--- src/rtl/branch_redirect_ctrl_pkg.sv ---
// Shared encodings for the control-transfer sequencer.
// Op kinds, branch funct3 values and FSM states.
package branch_redirect_ctrl_pkg;

    localparam logic [1:0] KIND_BR   = 2'b00;
    localparam logic [1:0] KIND_JAL  = 2'b01;
    localparam logic [1:0] KIND_JALR = 2'b10;
    localparam logic [1:0] KIND_RSV  = 2'b11;

    localparam logic [2:0] BR_BEQ  = 3'b000;
    localparam logic [2:0] BR_BNE  = 3'b001;
    localparam logic [2:0] BR_BLT  = 3'b100;
    localparam logic [2:0] BR_BGE  = 3'b101;
    localparam logic [2:0] BR_BLTU = 3'b110;
    localparam logic [2:0] BR_BGEU = 3'b111;

    typedef enum logic [1:0] {
        S_IDLE,
        S_EVAL,
        S_FLUSH,
        S_TRAP
    } state_t;

    function automatic logic is_legal_br(input logic [2:0] sel);
        return !((sel == 3'b010) || (sel == 3'b011));
    endfunction

endpackage

--- src/rtl/branch_redirect_ctrl_cmp.sv ---
// Shared branch comparator: funct3-selected compare of rs1/rs2.
// Encodings 010/011 never report taken.
module branch_redirect_ctrl_cmp
    import branch_redirect_ctrl_pkg::*;
(
    input  logic [31:0] i_rs1,
    input  logic [31:0] i_rs2,
    input  logic [2:0]  i_sel,
    output logic        o_taken
);

    logic w_eq;
    logic w_lt;
    logic w_ltu;

    assign w_eq  = (i_rs1 == i_rs2);
    assign w_lt  = ($signed(i_rs1) < $signed(i_rs2));
    assign w_ltu = (i_rs1 < i_rs2);

    always_comb begin
        o_taken = 1'b0;
        case (i_sel)
            BR_BEQ:  o_taken = w_eq;
            BR_BNE:  o_taken = !w_eq;
            BR_BLT:  o_taken = w_lt;
            BR_BGE:  o_taken = !w_lt;
            BR_BLTU: o_taken = w_ltu;
            BR_BGEU: o_taken = !w_ltu;
            default: o_taken = 1'b0;
        endcase
    end

endmodule

--- src/rtl/branch_redirect_ctrl.sv ---
// Control-transfer sequencer: accepts one branch/JAL/JALR op, then
// issues a redirect with link and flush, or a misaligned-target trap.
module branch_redirect_ctrl
    import branch_redirect_ctrl_pkg::*;
#(
    parameter int FLUSH_CYCLES = 2,
    parameter int CNT_W        = 16
) (
    input  logic             clk,
    input  logic             rst,
    input  logic             i_req_valid,
    output logic             o_req_ready,
    input  logic [1:0]       i_req_kind,
    input  logic [2:0]       i_req_br_sel,
    input  logic [31:0]      i_req_pc,
    input  logic [31:0]      i_req_rs1,
    input  logic [31:0]      i_req_rs2,
    input  logic [31:0]      i_req_imm,
    output logic             o_redirect_valid,
    output logic [31:0]      o_redirect_pc,
    output logic             o_link_valid,
    output logic [31:0]      o_link_data,
    output logic             o_flush,
    output logic             o_misalign_trap,
    output logic [31:0]      o_trap_pc,
    input  logic             i_trap_ack,
    output logic             o_illegal_sel,
    output logic [CNT_W-1:0] o_taken_count
);

    localparam logic [3:0] FCNT_LOAD = 4'(FLUSH_CYCLES - 1);

    state_t r_state;
    state_t w_next;

    logic [1:0]       r_kind;
    logic [2:0]       r_sel;
    logic [31:0]      r_pc;
    logic [31:0]      r_rs1;
    logic [31:0]      r_rs2;
    logic [31:0]      r_imm;
    logic [3:0]       r_fcnt;
    logic             r_redir_v;
    logic [31:0]      r_redir_pc;
    logic             r_link_v;
    logic [31:0]      r_link_data;
    logic             r_flush;
    logic             r_trap;
    logic [31:0]      r_trap_pc;
    logic             r_ill;
    logic [CNT_W-1:0] r_cnt;

    logic        w_accept;
    logic        w_eval;
    logic        w_br_taken;
    logic        w_taken;
    logic [31:0] w_target;
    logic        w_misalign;
    logic        w_redir;
    logic        w_illegal;

    branch_redirect_ctrl_cmp u_cmp (
        .i_rs1   (r_rs1),
        .i_rs2   (r_rs2),
        .i_sel   (r_sel),
        .o_taken (w_br_taken)
    );

    assign o_req_ready = (r_state == S_IDLE);
    assign w_accept    = i_req_valid && o_req_ready;
    assign w_eval      = (r_state == S_EVAL);

    always_comb begin
        w_taken = 1'b0;
        case (r_kind)
            KIND_BR:   w_taken = w_br_taken;
            KIND_JAL:  w_taken = 1'b1;
            KIND_JALR: w_taken = 1'b1;
            default:   w_taken = 1'b0;
        endcase
    end

    // JALR clears bit 0 of its target; bit 1 alone decides misalignment
    assign w_target   = (r_kind == KIND_JALR) ?
                        ((r_rs1 + r_imm) & ~32'h1) : (r_pc + r_imm);
    assign w_misalign = w_taken && w_target[1];
    assign w_redir    = w_eval && w_taken && !w_target[1];
    assign w_illegal  = (r_kind == KIND_RSV) ||
                        ((r_kind == KIND_BR) && !is_legal_br(r_sel));

    always_ff @(posedge clk or posedge rst) begin
        if (rst) begin
            r_state <= S_IDLE;
        end else begin
            r_state <= w_next;
        end
    end

    always_comb begin
        w_next = r_state;
        case (r_state)
            S_IDLE: begin
                if (i_req_valid) w_next = S_EVAL;
            end
            S_EVAL: begin
                if (!w_taken)       w_next = S_IDLE;
                else if (w_misalign) w_next = S_TRAP;
                else                w_next = S_FLUSH;
            end
            S_FLUSH: begin
                if (r_fcnt == 4'd0) w_next = S_IDLE;
            end
            S_TRAP: begin
                if (i_trap_ack) w_next = S_IDLE;
            end
            default: w_next = S_IDLE;
        endcase
    end

    always_ff @(posedge clk or posedge rst) begin
        if (rst) begin
            r_kind <= KIND_BR;
            r_sel  <= BR_BEQ;
            r_pc   <= '0;
            r_rs1  <= '0;
            r_rs2  <= '0;
            r_imm  <= '0;
        end else if (w_accept) begin
            r_kind <= i_req_kind;
            r_sel  <= i_req_br_sel;
            r_pc   <= i_req_pc;
            r_rs1  <= i_req_rs1;
            r_rs2  <= i_req_rs2;
            r_imm  <= i_req_imm;
        end
    end

    always_ff @(posedge clk or posedge rst) begin
        if (rst) begin
            r_fcnt      <= '0;
            r_redir_v   <= 1'b0;
            r_redir_pc  <= '0;
            r_link_v    <= 1'b0;
            r_link_data <= '0;
            r_flush     <= 1'b0;
            r_trap      <= 1'b0;
            r_trap_pc   <= '0;
            r_ill       <= 1'b0;
            r_cnt       <= '0;
        end else begin
            r_redir_v <= w_redir;
            r_link_v  <= w_redir && (r_kind != KIND_BR);
            r_flush   <= (w_next == S_FLUSH);
            r_trap    <= (w_next == S_TRAP);
            r_ill     <= w_eval && w_illegal;
            if (w_redir) begin
                r_redir_pc  <= w_target;
                r_link_data <= r_pc + 32'd4;
                r_cnt       <= r_cnt + 1'b1;
                r_fcnt      <= FCNT_LOAD;
            end else if ((r_state == S_FLUSH) && (r_fcnt != 4'd0)) begin
                r_fcnt <= r_fcnt - 4'd1;
            end
            if (w_eval && w_misalign) begin
                r_trap_pc <= w_target;
            end
        end
    end

    assign o_redirect_valid = r_redir_v;
    assign o_redirect_pc    = r_redir_pc;
    assign o_link_valid     = r_link_v;
    assign o_link_data      = r_link_data;
    assign o_flush          = r_flush;
    assign o_misalign_trap  = r_trap;
    assign o_trap_pc        = r_trap_pc;
    assign o_illegal_sel    = r_ill;
    assign o_taken_count    = r_cnt;

endmodule
--- config.mk ---
export PLATFORM = sky130hd
export DESIGN_NAME = branch_redirect_ctrl
export DESIGN_NICKNAME = d
export VERILOG_FILES = /design/src/rtl/branch_redirect_ctrl_pkg.sv /design/src/rtl/branch_redirect_ctrl_cmp.sv /design/src/rtl/branch_redirect_ctrl.sv
export SDC_FILE = /design/constraint.sdc
export NUM_CORES = 1
export LEC_CHECK = 0
export BUFFER_PORTS_ARGS = -buffer_cell sky130_fd_sc_hd__buf_2
export CAP_MARGIN = 20
export CORE_MARGIN = 3
export CORE_UTILIZATION = 50
export DETAILED_ROUTE_END_ITERATION = 12
export GPL_ROUTABILITY_DRIVEN = 0
export MAX_ROUTING_LAYER = met4
export PLACE_DENSITY = 0.72
export RECOVER_POWER = 50
export SLEW_MARGIN = 10
export SYNTH_ARGS = -nofsm -noshare
export SYNTH_HDL_FRONTEND = slang
export SYNTH_SLANG_ARGS = --single-unit
--- constraint.sdc ---
create_clock -name clk -period 8.5 [get_ports clk]
set_clock_uncertainty 0.2 [all_clocks]
set_input_delay 0 -clock clk [delete_from_list [all_inputs] [get_ports clk]]
set_output_delay 0 -clock clk [all_outputs]
set_load 0.02 [all_outputs]
---- Word level (Yosys, flattened, before mapping) ----
Index checks and enable logic that the tools add are counted.
word-level totals
  logic and storage cells ................. 74
  flip-flop bits (word level) ............. 256
operators by class
  add/subtract/negate cells ............... 5
  reduce and logical (&&, ||, !) cells .... 23
  $lt $le $gt $ge ......................... 2
  mux-type cells .......................... 11
  eq/ne operators ......................... 16
operators with widths
  cell                   number
  $add 32x32->32         2
  $lt 32x32->1           2
  $add 32x3->32 const B  1
  $eq 32x32->1           1
  $mux 32                1
  $add 16x1->16 const B  1
  $eq 2x2->1 const B     6
  $eq 3x3->1 const B     4
  $logic_and 1x1->1      9
  $mux 2                 4
  $mux 4                 2
  $pmux 2 s4             1
  $eq 3x2->1 const B     2
  $pmux 1 s6             1
  $eq 2x1->1 const B     2
  $logic_not 1->1        4
  $logic_not 2->1        2
  $logic_not 4->1        1
  $reduce_bool 2->1      2
  $reduce_bool 4->1      1
  $sub 4x1->4 const B    1
  $eq 3x1->1 const B     1
  $logic_not 3->1        1
  $logic_or 1x1->1       2
  other kinds (3)        3

---- Logic depth before layout (Yosys ltp) ----
  word-level depth ........................ 9
  mapped depth ............................ 14
  mapped depth without buffers ............ 13

---- Cells and area by module ----
From an unflattened synthesis, not the netlist that was laid out.
unflattened totals
  cells, all modules ...................... 1462
  area total of the unflattened synthesis .. 14597.8 um^2
modules (own cells, without submodules)
  module                    instances  cells each  seq. area each (um^2)  area an instance (um^2)
  branch_redirect_ctrl      1          1342        6406.1                 13733.2
  branch_redirect_ctrl_cmp  1          120         0.0                    864.6

---- Least setup slack after synthesis ----
Ideal clock, no wire load.
  kind .................................... flip-flop to flip-flop
  start point ............................. reg r_pc[6]
  end point ............................... reg r_redir_pc[31] (netlist: o_redirect_pc[31])
  period minus slack after synthesis ...... 3.341 ns
  arrival ................................. 3.017 ns
  library setup time ...................... 0.125 ns
  slack ................................... 5.159 ns
  stages on the path, launching flop included .. 12
  required time ........................... 8.175 ns
  path buffers ............................ 0
  cells stage by stage .................... dfrtp_1 -> ha_1 -> a2111oi_4 -> o21ai_2 -> a41o_1 -> a31o_4 -> a211oi_4 -> a21oi_2 -> o31a_1 -> o31ai_1 -> xor2_1 -> mux2_2
between the ends
  word-level cells in the longest chain between the ends .. 2
RTL lines
  what                    line                         text
  from (decl)             branch_redirect_ctrl.sv:38   logic [31:0] r_pc;
  from (signal assigned)  branch_redirect_ctrl.sv:131  r_pc <= i_req_pc;
  $add 32x32->32          branch_redirect_ctrl.sv:85   ((r_rs1 + r_imm) & ~32'h1) : (r_pc + r_imm);
  $mux 32                 branch_redirect_ctrl.sv:84   assign w_target = (r_kind == KIND_JALR) ?
  to (signal assigned)    branch_redirect_ctrl.sv:157  r_redir_pc <= w_target;
  to (decl)               branch_redirect_ctrl.sv:44   logic [31:0] r_redir_pc;
Every way passes these cells.
A chain may end at the register's enable or synchronous reset.

---- Worst setup path after layout ----
  start point ............................. reg r_state[1]
  end point ............................... reg r_imm[1]
between the ends
  word-level cells in the longest chain between the ends .. 2
RTL lines
  what                    line                         text
  from (decl)             branch_redirect_ctrl.sv:33   state_t r_state;
  from (signal assigned)  branch_redirect_ctrl.sv:95   r_state <= w_next;
  $logic_not 2->1         branch_redirect_ctrl.sv:69   assign o_req_ready = (r_state == S_IDLE);
  $logic_and 1x1->1       branch_redirect_ctrl.sv:70   assign w_accept = i_req_valid && o_req_ready;
  to (signal assigned)    branch_redirect_ctrl.sv:134  r_imm <= i_req_imm;
  to (decl)               branch_redirect_ctrl.sv:41   logic [31:0] r_imm;
Every way passes these cells.

==> load_flow_metrics.sql <==
INSERT INTO impl_metrics (metric_group, metric, value, unit) VALUES
('sta', 'worst_tran_pin_value', '5.275', 'ns'),
('yosys', 'synthesized_area_fraction_occupied_by_adder_cells', '9.224', '%'),
('worst_setup_path', 'timing.setup.critical_path_class', 'reg2reg', ''),
('final_layout', 'final.fill_count', '2150', ''),
('power_and_ir_drop', 'power_leakage', '8.195', 'nW'),
('run_status', 'run_status', 'finished, violations left', ''),
('yosys', 'yosys-top-cells-area', 'sky130_fd_sc_hd__dfrtp_1 45%, sky130_fd_sc_hd__mux2_2 11%, sky130_fd_sc_hd__ha_1 8.9%', ''),
('cts', 'clkSlewWorstSetupHoldPaths', '0.06', 'ns'),
('yosys', 'netlist_area_before_placement', '0.01413', 'mm2'),
('yosys', 'fraction_of_the_yosys_area_taken_by_sequential_cells', '45.32', '%'),
('power_and_ir_drop', 'sequentialPowerShare', '27.6', '%'),
('sta', 'timing.final.setup_violations', '0', ''),
('yosys', 'multiplexer_area_fraction_after_synthesis', '12.78', '%'),
('min_path', 'min_path_type', 'in2reg', ''),
('route', 'ant_nets', '0', ''),
('cts', 'max-clock-path-buffers', '3', ''),
('yosys', 'asyncSetResetFlopFracSynth', '100.0', '%'),
('yosys', 'synth_compound_area_share', '12.45', '%'),
('route', 'avgRoutedWirePerCell', '18.35', 'um'),
('worst_setup_path', 'critical_path_arrival', '6.10', 'ns'),
('yosys', 'synth-main-ff-cell', 'sky130_fd_sc_hd__dfrtp_1', ''),
('final_layout', 'num_antenna_cells', '0', ''),
('flow_run', 'cap_viol_max_count', '2', ''),
('power_and_ir_drop', 'ir_worst_vdd', '0.2534', 'mV'),
('yosys', 'top_cells_by_instance_count_after_synthesis', '256 x sky130_fd_sc_hd__dfrtp_1, 144 x sky130_fd_sc_hd__nand2_1, 139 x sky130_fd_sc_hd__mux2_2', ''),
('floorplan', 'chipWidth', '174.1', 'um'),
('route', 'dr.pass1.iters', '6', ''),
('worst_setup_path', 'regToRegStartpoint', 'r_state[1]', ''),
('run_status', 'violations', 'capacitance limit, slew limit', ''),
('sta', 'finalHoldViolations', '0', ''),
('yosys', 'syn_nets', '1584', ''),
('cts', 'clock-sinks', '256', ''),
('route', 'detail_route.vias_per_cell', '5.487', ''),
('yosys', 'dominant_cell_type_by_area_after_synthesis', 'sky130_fd_sc_hd__dfrtp_1', ''),
('final_layout', 'fin_nets', '1998', ''),
('yosys', 'post_synth_and_or_nand_nor_area_fraction', '11.07', '%'),
('worst_setup_path', 'worstSetupStartpointType', 'register', ''),
('sta', 'final.setup.tns', '0', 'ns'),
('power_and_ir_drop', 'cell_internal_pwr', '4.585', 'mW'),
('route', 'drc', '0', ''),
('yosys', 'yosys.cell_count.top_type', 'sky130_fd_sc_hd__dfrtp_1', ''),
('cts', 'cts-root-buf', 'sky130_fd_sc_hd__clkbuf_16', ''),
('yosys', 'synthXorXnorAreaFrac', '6.444', '%'),
('yosys', 'yosysUniqueCellTypes', '62', ''),
('placed_design', 'placed_cells', '1929', ''),
('route', 'initial_drc_count', '880', ''),
('yosys', 'yosys.area.top_type_share', '45.32', '%'),
('floorplan', 'die_area', '0.03032', 'mm2'),
('grt', 'largest_net_degree_at_the_start_of_global_routing', '119', ''),
('worst_setup_path', 'reg2reg_setup_slack', '2.64', 'ns'),
('route', 'dr_total_vias', '11780', ''),
('grt', 'first_global_vias', '11680', ''),
('final_layout', 'drive_above_1_share', '18.88', '%'),
('final_layout', 'finish.cell_count_without_fillers', '2146', ''),
('floorplan', 'initial_core_utilization', '51.58', '%'),
('yosys', 'flops_latches_synth', '256', ''),
('floorplan', 'die_height', '174.1', 'um'),
('power_and_ir_drop', 'clock_power_share', '13.8', '%'),
('cts', 'numCtsBuffers', '29', ''),
('worst_setup_path', 'worstReg2RegEnd', 'r_imm[1]', ''),
('floorplan', 'fp-row-count', '60', ''),
('sta', 'final_max_slew_violation_count', '188', ''),
('cts', 'clk_latency', '0.56', 'ns'),
('final_layout', 'area_growth', '28.58', '%'),
('worst_setup_path', 'crit_path_end', 'r_imm[1]', ''),
('cts', 'cts_tree', 'built', ''),
('route', 'detailed_route_wire_length', '39380', 'um'),
('cts', 'htreeDepth', '1', ''),
('sta', 'post-route-min-period', '5.861', 'ns'),
('worst_setup_path', 'setup.worst_path.end_class', 'register', ''),
('worst_setup_path', 'ff2ff_path_depth', '4', '');
## flip-flops by register name (all words and copies together), names as in the netlist, 2 cells and up
name / count
o_redirect_pc: 32
o_trap_pc: 32
r_rs1: 32
r_state: 2
r_fcnt: 4
o_link_data: 32
r_sel: 3
r_kind: 2
r_pc: 32
r_rs2: 32
o_taken_count: 16
r_imm: 32
## cell usage in the layout, fill, tap and decap left out, types with 29 or more instances in the layout
cell type | synthesis | layout
sky130_fd_sc_hd__xor2_1 | 59 | 59
sky130_fd_sc_hd__o21ai_0 | 101 | 101
sky130_fd_sc_hd__ha_1 | 101 | 100
sky130_fd_sc_hd__xnor2_1 | 45 | 45
sky130_fd_sc_hd__a21oi_1 | 71 | 71
sky130_fd_sc_hd__dlygate4sd3_1 | 0 | 170
sky130_fd_sc_hd__buf_2 | 6 | 136
sky130_fd_sc_hd__dfrtp_1 | 256 | 256
sky130_fd_sc_hd__clkbuf_16 | 0 | 29
sky130_fd_sc_hd__nand2_1 | 144 | 143
sky130_fd_sc_hd__nand3_1 | 31 | 31
sky130_fd_sc_hd__inv_1 | 51 | 50
sky130_fd_sc_hd__nor2_1 | 63 | 63
sky130_fd_sc_hd__mux2_2 | 139 | 139
sky130_fd_sc_hd__clkbuf_1 | 36 | 124
## area by class of cell
class	count	area [um2]	area share, %
inverter	53	200.2	1.101
timing repair buffer	430	2870	15.79
clock inverter	8	78.83	0.4337
clock buffer	39	803.3	4.420
tap	372	465.4	2.561
multi-input combinational	988	7351	40.44
sequential	256	6406	35.25
## critical path: stages (launching register included)
cell	delay [ns]
sky130_fd_sc_hd__dfrtp_1	0.46
sky130_fd_sc_hd__nor2_1	0.28
sky130_fd_sc_hd__and2_0	3.06
sky130_fd_sc_hd__buf_4	1.20
sky130_fd_sc_hd__mux2_2	0.43
## per-layer routing
metal  up-vias  share of wire [%]  GRT usage [%]
met4         0                1.6          5.094
met3        43                6.2          3.320
met2       386                 46          41.98
li1       5617                  -              -
met5         -                  0              -
met1      5730                 46          36.86
## logic make-up after synthesis
kind of cell,after synthesis
muxes,161
and+or+nand+nor,333
xor gates and xnor gates,104
AOI/OAI and AO/OA,287
DFF,256
adders and majority gates,103
buffers and inverters,100
## timing repair
action,in CTS,in global routing
hold buffers,170,0
endpoints found under the setup margin,0,0
hold endpoints to repair,252,0
buffers inserted,0,0
gates resized for setup,0,0
## worst min-delay path by stage
stage	startpoint	end	slack, ns	depth (start not counted)
6_report	i_req_rs1[0]	r_rs1[0]	0.005	4
3_3_place_gp	i_req_rs2[20]	r_rs2[20]	0.006	3
2_1_floorplan	i_trap_ack	o_misalign_trap	-0.09	1
3_5_place_dp	i_req_rs2[23]	r_rs2[23]	0.007	3
5_1_grt	i_req_imm[25]	r_imm[25]	0.02	3
4_1_cts	i_req_imm[10]	r_imm[10]	0.002	3
## per-stage QoR
stage / cell area [um2] / utilization, % / setup WS (ns) / total power, mW
after floorplan: 14130 / - / 1.258 / 5.890
after global placement: 15750 / 57.47 / 4.611 / 7.112
after detailed placement: 15750 / 57.47 / 4.555 / 7.256
after CTS: 18330 / 66.90 / 4.534 / 8.541
after global routing: 18170 / 66.33 / 2.216 / 9.216
final: 18170 / 66.33 / 2.639 / 8.529
## power groups by stage
stage                     Combinational [mW]  Sequential, mW  Clock, mW
after global placement                  4.79            2.32          0
final                                   5.00            2.35       1.18
after CTS                               5.01            2.34       1.20
after floorplan                         3.45            2.44          0
after detailed placement                4.90            2.35          0
after global routing                    5.54            2.43       1.25
(Power assumes the default switching activity.)
